<file path="src/rtl/ram_frame_reader.sv">
// ram_frame_reader: sweeps every RAM address on a start pulse and streams the words out valid/ready.
// Latency: first m_valid RD_LATENCY+1 cycles after start is accepted, then one word per cycle.
// Backpressure: m_ready low holds the output word; credit gating stalls issue so no word is lost.
//
// Ports:
//   clk, rst_n           single clock, asynchronous active-low reset
//   start / busy / done  frame control: start pulse in, busy while reading, done one cycle after m_last transfer
//   rd_address, rd_data  registered read address to the RAM, read data back after RD_LATENCY cycles
//   m_data, m_valid, m_ready, m_last  output stream, m_last flags word N-1
//
// Build option: BIT_REVERSE_EN -- issue addresses in bit-reversed counter order.
module ram_frame_reader #(
  parameter int word_width    = 4,
  parameter int address_width = 3,
  parameter int RD_LATENCY    = 1
) (
  input  logic                     clk,
  input  logic                     rst_n,
  input  logic                     start,
  output logic                     busy,
  output logic [address_width-1:0] rd_address,
  input  logic [word_width-1:0]    rd_data,
  output logic [word_width-1:0]    m_data,
  output logic                     m_valid,
  input  logic                     m_ready,
  output logic                     m_last,
  output logic                     done
);

  localparam int N     = 2 ** address_width;
  localparam int DEPTH = RD_LATENCY + 2;
  localparam int PW    = (DEPTH > 1) ? $clog2(DEPTH) : 1;
  localparam int CW    = $clog2(2 * DEPTH + 1);
  localparam logic [CW-1:0]            DEPTH_C  = CW'(DEPTH);
  localparam logic [address_width:0]   LAST_IDX = (address_width + 1)'(N - 1);
  localparam logic [PW-1:0]            PTR_MAX  = PW'(DEPTH - 1);

  typedef enum logic [1:0] {IDLE, READ, DRAIN} state_t;

  state_t                   state;
  logic [address_width:0]   issue_cnt;
  logic [RD_LATENCY-1:0]    tags;       // one bit per outstanding RAM read
  logic [address_width-1:0] push_idx;   // index of the next word entering the FIFO
  logic [word_width-1:0]    fifo_dat [DEPTH];
  logic                     fifo_lst [DEPTH];
  logic [PW-1:0]            wr_ptr;
  logic [PW-1:0]            rd_ptr;
  logic [CW-1:0]            fifo_count;
  logic [CW-1:0]            in_flight;
  logic                     credit;
  logic                     issue;
  logic                     push;
  logic                     pop;
  logic [address_width-1:0] issue_addr;

  function automatic logic [PW-1:0] next_ptr(input logic [PW-1:0] p);
    return (p == PTR_MAX) ? '0 : p + 1'b1;
  endfunction

  always_comb begin
    in_flight = '0;
    for (int i = 0; i < RD_LATENCY; i++) begin
      in_flight = in_flight + CW'(tags[i]);
    end
  end

  // Every issued read is guaranteed a FIFO slot when its data returns.
  assign credit = (fifo_count + in_flight) < DEPTH_C;
  // Address 0 goes out on the accept edge itself, so the first word is not delayed a cycle.
  assign issue  = ((state == IDLE) && start) || ((state == READ) && credit);
  assign push   = tags[RD_LATENCY-1];

  assign m_valid = (fifo_count != '0);
  assign pop     = m_valid && m_ready;
  assign m_data  = fifo_dat[rd_ptr];
  assign m_last  = m_valid && fifo_lst[rd_ptr];

  always_comb begin
    issue_addr = '0;
`ifdef BIT_REVERSE_EN
    for (int i = 0; i < address_width; i++) begin
      issue_addr[i] = issue_cnt[address_width-1-i];
    end
`else
    issue_addr = issue_cnt[address_width-1:0];
`endif
  end

  // Frame control FSM and read issue pipeline.
  always_ff @(posedge clk or negedge rst_n) begin
    if (!rst_n) begin
      state      <= IDLE;
      busy       <= 1'b0;
      done       <= 1'b0;
      rd_address <= '0;
      issue_cnt  <= '0;
      push_idx   <= '0;
      tags       <= '0;
    end else begin
      done <= 1'b0;
      tags[0] <= issue;
      for (int i = 1; i < RD_LATENCY; i++) begin
        tags[i] <= tags[i-1];
      end
      if (push) begin
        push_idx <= push_idx + 1'b1;
      end
      case (state)
        IDLE: begin
          if (start) begin
            state      <= READ;
            busy       <= 1'b1;
            rd_address <= '0;
            issue_cnt  <= (address_width + 1)'(1);
            push_idx   <= '0;
          end
        end
        READ: begin
          if (credit) begin
            rd_address <= issue_addr;
            issue_cnt  <= issue_cnt + 1'b1;
            if (issue_cnt == LAST_IDX) begin
              state <= DRAIN;
            end
          end
        end
        DRAIN: begin
          if (pop && m_last) begin
            state      <= IDLE;
            busy       <= 1'b0;
            done       <= 1'b1;
            rd_address <= '0;
          end
        end
        default: state <= IDLE;
      endcase
    end
  end

  // Skid FIFO absorbing returned read data; the last flag travels with the word.
  always_ff @(posedge clk or negedge rst_n) begin
    if (!rst_n) begin
      wr_ptr     <= '0;
      rd_ptr     <= '0;
      fifo_count <= '0;
      for (int i = 0; i < DEPTH; i++) begin
        fifo_dat[i] <= '0;
        fifo_lst[i] <= 1'b0;
      end
    end else begin
      if (push) begin
        fifo_dat[wr_ptr] <= rd_data;
        fifo_lst[wr_ptr] <= &push_idx;
        wr_ptr           <= next_ptr(wr_ptr);
      end
      if (pop) begin
        rd_ptr <= next_ptr(rd_ptr);
      end
      fifo_count <= fifo_count + CW'(push) - CW'(pop);
    end
  end

endmodule
</file>
<file path="config.mk">
export PLATFORM = sky130hd
export DESIGN_NAME = ram_frame_reader
export DESIGN_NICKNAME = d
export VERILOG_FILES = /design/src/rtl/ram_frame_reader.sv
export SDC_FILE = /design/constraint.sdc
export NUM_CORES = 1
export LEC_CHECK = 0
export ABC_AREA = 1
export BUFFER_PORTS_ARGS = -buffer_cell sky130_fd_sc_hd__buf_2
export CELL_PAD_IN_SITES_DETAIL_PLACEMENT = 2
export CELL_PAD_IN_SITES_GLOBAL_PLACEMENT = 2
export CORE_MARGIN = 10
export CORE_UTILIZATION = 30
export CTS_BUF_LIST = sky130_fd_sc_hd__clkbuf_4 sky130_fd_sc_hd__clkbuf_8 sky130_fd_sc_hd__clkbuf_16
export CTS_CLUSTER_DIAMETER = 150
export DETAILED_ROUTE_END_ITERATION = 10
export HOLD_SLACK_MARGIN = 0.06
export PLACE_DENSITY = 0.74
export SLEW_MARGIN = 30
export SYNTH_ARGS = -nofsm -noshare
export SYNTH_HDL_FRONTEND = slang
export SYNTH_SLANG_ARGS = --single-unit
</file>
<file path="constraint.sdc">
create_clock -name clk -period 1.45 [get_ports clk]
set_input_delay 0.145 -clock clk [delete_from_list [all_inputs] [get_ports clk]]
set_output_delay 0.145 -clock clk [all_outputs]
set_load 0.02 [all_outputs]
</file>
==> results.ini, run 1 <==
[critical_path]
worst_ep_arrival_time_ns = 1.35
worst_setup_path_end_kind = output port
crit_type = reg -> out
crit_required_ns = 1.31
cp_max_fo = 4
cp-start-kind = flop

[synthesis]
async_flop_share_pct = 100
netlist_top_cells_area = dfrtp_1, nand2_1, inv_1
yosysMostFrequentCell = nand2_1
synth-seq-area-share_pct = 52.1
syn_area_sq_um = 1780
yosys-top-cells-count = nand2_1, dfrtp_1, inv_1
synth.top_cell.area_share_pct = 52.1
syn_nets = 208
synth_top_area_cell = dfrtp_1
syn_inst = 193
synth_ff_type = dfrtp_1
synth_edf_count = 0
yosys_warnings = 0
ys_types = 26
avgSynthCellArea_sq_um = 9.20
ys_seq_elements = 37

[sta]
final.period_utilization_pct = 103
max_freq_ghz = 0.669
clock_skew_ns = 0.00871
rsz0062_at_grt = yes
finalHoldViolCount = 0
slew_viol_final = 0
tightest_slew_ns = 0.458
setup_violations = 6
finalSetupTns_ns = -0.164
worst_slack_ns = -0.0444
period_minus_slack_ns = 1.49
slew_headroom_pct = 69.5

[detailed_routing]
wl_per_cell_um = 16.8
ant_nets = 0
wl_met1_mm = 2.10
drtIter0Drc = 22
highest_layer = met4
drtPass1Iterations = 4
drt-vias-per-instance = 4.72
drc = 0
wl_met2_mm = 2.74
wirelength_mm = 5.11
route.met3.wl_um = 207
dr_total_vias = 1440

[floorplan]
ioPinCount = 19
die_area_sq_um = 9400
die_w_um = 96.9
rows = 27
core_sq_um = 5610
dieHeight_um = 96.9
start_util_pct = 31.7

[clock_network]
clock_latency_ns = 0.28
cts_sinks = 37
tritoncts = built
clk_pin_slew_ns = 0.08
cts_buffers = 5
clockRootBuffer = clkbuf_8
htreeDepth = 2
cts_buffer_depth = 2

[pwr]
peakVddDrop_mv = 1.02
power_frac_clock_pct = 13.2
switchingPower_mw = 2.50
seqPwrFrac_pct = 32.2
power_density_nw_per_um2 = 2440
internal-power_mw = 3.28
leakage_nw = 1.20
p_comb_share_pct = 54.6
swShare_pct = 43.2

[hold_path]
min_path_type = in -> reg

[final_layout]
layout-drive-gt1-share_pct = 41.6
antenna_cells = 0
area_delta_synth_final_pct = 33.4
nets = 247

[placed_design]
placement.io_buffers = 18
place_hpwl_mm = 3.53
gp_congestion = 0.728
pre_cts_ws_ns = -0.135

[global_routing]
grt_usage_pct = 11.2
grt_pass1_wl_mm = 8.78
first_global_vias = 1723
antenna_found_initial = 0
grt_max_degree = 21
gr-total-overflow = 0

[flow_run]
cap_violations = 0

[status]
status = finished, violations left
violations = negative setup slack

## layout by cell type, fill, tap and decap left out, types with 3 or more instances in the layout
cell type  instances
nand2_1           37
dfrtp_1           35
inv_1             19
o21ai_0           14
buf_2             13
nand2_2           12
buf_4             12
nand3_2           11
inv_2              8
nor2_1             8
buf_6              8
nand3_1            5
o21ai_1            5
ha_1               5
clkbuf_8           5
nand2_4            4
nor2_4             3
nand4_1            3
clkbuf_4           3
## cell type report
type | instances | area [sq um]
Timing Repair Buffer | 35 | 275
Clock buffer | 8 | 91.3
Fill cell | 636 | 3240
Sequential cell | 37 | 928
Multi-Input combinational cell | 126 | 882
Inverter | 27 | 101
Tap cell | 72 | 90.1
## per-layer routing
metal | vias to the layer above | track usage, %
met1 | 710 | 12.4
met5 | - | 0
li1 | 695 | -
met3 | 8 | 2.98
met2 | 27 | 20.6
met4 | 0 | 2.59
## cell families after synthesis
group	Yosys count	synth area share, %
fa+ha+maj	7	4.93
simple gates	90	25.7
compound gates	25	8.53
xor+xnor	2	0.987
buf+inv	30	6.55
mux	2	1.13
flops	37	52.1
## final timing paths
| path | start | to | slack, ns | cells past startpoint |
|---|---|---|---|---|
| setup / recovery | rd_ptr[0] | m_data[1] | -0.04 | 5 |
| hold / removal | rd_data[2] | fifo_dat[6] | 0.14 | 3 |
| setup reg to reg | push | push | -0.04 | 7 |
| hold reg to reg | rd_address[2] | rd_address[2] | 0.47 | 2 |
| max in group asynchronous | rst_n | rd_ptr[1] | 0.63 | 3 |
| min in group asynchronous | rst_n | fifo_dat[5] | 0.35 | 2 |
## critical path: stages (launching register included)
cell and delay (ns):
dfrtp_2 0.45, buf_6 0.13, nor2_4 0.18, nand2_1 0.11, nand3_2 0.08, buf_6 0.11
## what timing repair did
| item | CTS | global route |
|---|---|---|
| pin swaps | 11 | 11 |
| hold buffers | 1 | 0 |
| resized for setup | 30 | 25 |
| setup buffers | 6 | 1 |
| setup endpoints to repair | 15 | 20 |
| endpoints found under the hold margin | 17 | 0 |
## state kept, by name, summed over array words and instances (netlist names), 2 cells and up
| name | count |
|---|---|
| fifo_count | 3 |
| fifo_dat | 12 |
| fifo_lst | 3 |
| issue_cnt | 4 |
| push_idx | 3 |
| rd_address | 3 |
| rd_ptr | 2 |
| state | 2 |
| wr_ptr | 2 |
## metrics by stage
stage	std cells	utilization, %	hold WS (ns)	cell area [sq um]	total power, mW
2_1_floorplan	193	-	-0.151	1780	3.38
3_3_place_gp	289	36.0	0.118	2020	4.08
3_5_place_dp	289	36.0	0.121	2020	4.23
4_1_cts	304	40.4	0.143	2260	5.50
5_1_grt	305	42.2	0.187	2370	6.32
6_report	305	42.2	0.143	2370	5.77
## power by group through the flow
stage / Clock (mW) / Sequential (mW) / Combinational (mW)
final: 0.763 / 1.86 / 3.15
after global routing: 0.829 / 1.93 / 3.57
after CTS: 0.785 / 1.83 / 2.89
after detailed placement: 0 / 1.81 / 2.42
after global placement: 0 / 1.79 / 2.29
after floorplan: 0 / 1.77 / 1.61
No activity file was read; power rests on OpenSTA's default activity.
==> run 2, diff against run 1 <==
--- a/config.mk
+++ b/config.mk
@@ -7,15 +7,14 @@
 export LEC_CHECK = 0
 export ABC_AREA = 1
 export BUFFER_PORTS_ARGS = -buffer_cell sky130_fd_sc_hd__buf_2
-export CELL_PAD_IN_SITES_DETAIL_PLACEMENT = 2
-export CELL_PAD_IN_SITES_GLOBAL_PLACEMENT = 2
-export CORE_MARGIN = 10
+export CELL_PAD_IN_SITES_DETAIL_PLACEMENT = 0
+export CELL_PAD_IN_SITES_GLOBAL_PLACEMENT = 1
 export CORE_UTILIZATION = 30
 export CTS_BUF_LIST = sky130_fd_sc_hd__clkbuf_4 sky130_fd_sc_hd__clkbuf_8 sky130_fd_sc_hd__clkbuf_16
 export CTS_CLUSTER_DIAMETER = 150
 export DETAILED_ROUTE_END_ITERATION = 10
 export HOLD_SLACK_MARGIN = 0.06
-export PLACE_DENSITY = 0.74
+export PLACE_DENSITY = 0.63
 export SLEW_MARGIN = 30
 export SYNTH_ARGS = -nofsm -noshare
 export SYNTH_HDL_FRONTEND = slang
==> results.ini, run 2 (synthesized netlist as in run 1, its figures left out) <==
[status]
status = complete, no violations

[sta]
clock_skew_ns = 0.00962  ; +0.000903 ns
final.period_utilization_pct = 98.6  ; -4.5 points
rsz0062_at_grt = yes
slew_viol_final = 0  ; unchanged
finalHoldViolCount = 0  ; unchanged
tightest_slew_ns = 0.441  ; -0.0168 ns
max_freq_ghz = 0.699  ; +4.5%
finalSetupTns_ns = 0  ; +0.164 ns
period_minus_slack_ns = 1.43  ; -0.0646 ns
slew_headroom_pct = 70.6  ; +1.1 points
setup_violations = 0  ; -6

[final_layout]
nets = 241  ; -2.4%
finalNonFillerCells = 299  ; -2.0%
largest_register_ffs = 12  ; unchanged
area_delta_synth_final_pct = 30.1
final_cell_mix = nand2_1, dfrtp_1, inv_1
regMostFlops = fifo_dat
antenna_cells = 0  ; unchanged
layout-drive-gt1-share_pct = 35.7  ; -5.9 points
final_common_cell = nand2_1
top_regs = fifo_dat (12), issue_cnt (4)

[clock_network]
clockRootBuffer = clkbuf_8
cts_buffer_depth = 2  ; unchanged
htreeDepth = 2  ; unchanged
clk_pin_slew_ns = 0.07  ; about the same
cts_sinks = 37  ; unchanged
clock_latency_ns = 0.29  ; about the same
tritoncts = built
cts_buffers = 5  ; unchanged

[floorplan]
die_area_sq_um = 6230  ; -34%
ioPinCount = 19  ; unchanged
start_util_pct = 31.7  ; unchanged
dieHeight_um = 78.9  ; -19%
rows = 27  ; unchanged
core_sq_um = 5610  ; unchanged
die_w_um = 78.9  ; -19%

[flow_run]
cap_violations = 0  ; unchanged

[critical_path]
crit_type = reg -> out
worst_setup_path_end_kind = output port
cp-start-kind = flop
cp_max_fo = 4  ; unchanged
crit_required_ns = 1.31  ; about the same
worst_ep_arrival_time_ns = 1.28  ; -0.07 ns
rr_worst_depth = 9  ; +2

[hold_path]
hold_path_depth = 3  ; unchanged
min_path_type = in -> reg

[placed_design]
place_hpwl_mm = 2.46  ; -30%
placement.io_buffers = 18  ; unchanged
dp_cells = 287  ; -0.69%
gp_congestion = 0.730  ; +0.16%

[detailed_routing]
drc = 0  ; unchanged
drt-vias-per-instance = 4.38  ; -7.2%
drtPass1Iterations = 4  ; unchanged
drtIter0Drc = 94  ; +330%
dr_total_vias = 1310  ; -9.0%
wirelength_mm = 3.43  ; -33%
wl_per_cell_um = 11.5  ; -32%
ant_nets = 0  ; unchanged

[global_routing]
first_global_vias = 1273  ; -26%
gr-total-overflow = 0  ; unchanged
grt_usage_pct = 13.0  ; +1.8 points
antenna_found_initial = 0  ; unchanged
grt_pass1_wl_mm = 6.07  ; -31%
grt_max_degree = 21  ; unchanged

[pwr]
peakVddDrop_mv = 0.651  ; -36%
power_density_nw_per_um2 = 2390  ; -1.9%
leakage_nw = 1.17  ; -2.2%

## run 2: final timing paths
check,start,to,slack [ns]
max,rd_ptr[1],m_last,0.02
min,rd_data[3],fifo_dat[7],0.13
max reg2reg,fifo_count[0],issue_cnt[0],0.04
min reg2reg,rd_address[0],rd_address[0],0.47
max in group asynchronous,rst_n,rd_ptr[1],0.65
min in group asynchronous,rst_n,push_idx[2],0.33
## run 2: area by class of cell
class / instances / area (sq um)
Timing Repair Buffer: 29 / 223
Inverter: 27 / 101
Fill cell: 580 / 3300
Multi-Input combinational cell: 126 / 847
Tap cell: 72 / 90.1
Clock buffer: 7 / 90.1
Sequential cell: 37 / 928
Clock inverter: 1 / 30.0
## run 2: stage by stage
stage	hold WS [ns]	area, sq um	total power, mW	worst slack [ns]	util [%]
after detailed placement	0.116	2010	4.03	-0.102	35.8
after global routing	0.160	2310	6.04	-0.0513	41.2
after global placement	0.115	2010	4.00	-0.0552	35.8
after floorplan	-0.151	1780	3.38	0.00221	-
after CTS	0.120	2220	5.33	-0.00771	39.6
final	0.129	2310	5.52	0.0202	41.2
## run 2: where the power goes
part	switching (mW)	total, mW	internal [mW]
Sequential	0.348	1.84	1.49
Clock	0.361	0.941	0.580
Combinational	1.51	2.74	1.23
## run 2: per-layer routing
layer / up-vias / share of wire, % / GRT usage [%]
met2: 15 / 42 / 18.3
li1: 682 / - / -
met5: - / 0 / 0
met1: 607 / 53 / 18.2
met3: 6 / 2.8 / 3.79
met4: 0 / 2.3 / 6.55
## run 2: what timing repair did
action,CTS,global route
endpoints found under the hold margin,17,0
hold buffers,1,0
buffers inserted,1,3
endpoints found under the setup margin,12,15
resized for setup,28,15
pin swaps,9,10
## run 2: worst max-delay path, cell delays in order (launching register included)
cell     delay, ns
dfrtp_2       0.46
nor2_4        0.16
nand2_2       0.07
nand3_4       0.08
nand2_1       0.05
inv_1         0.06
buf_6         0.11
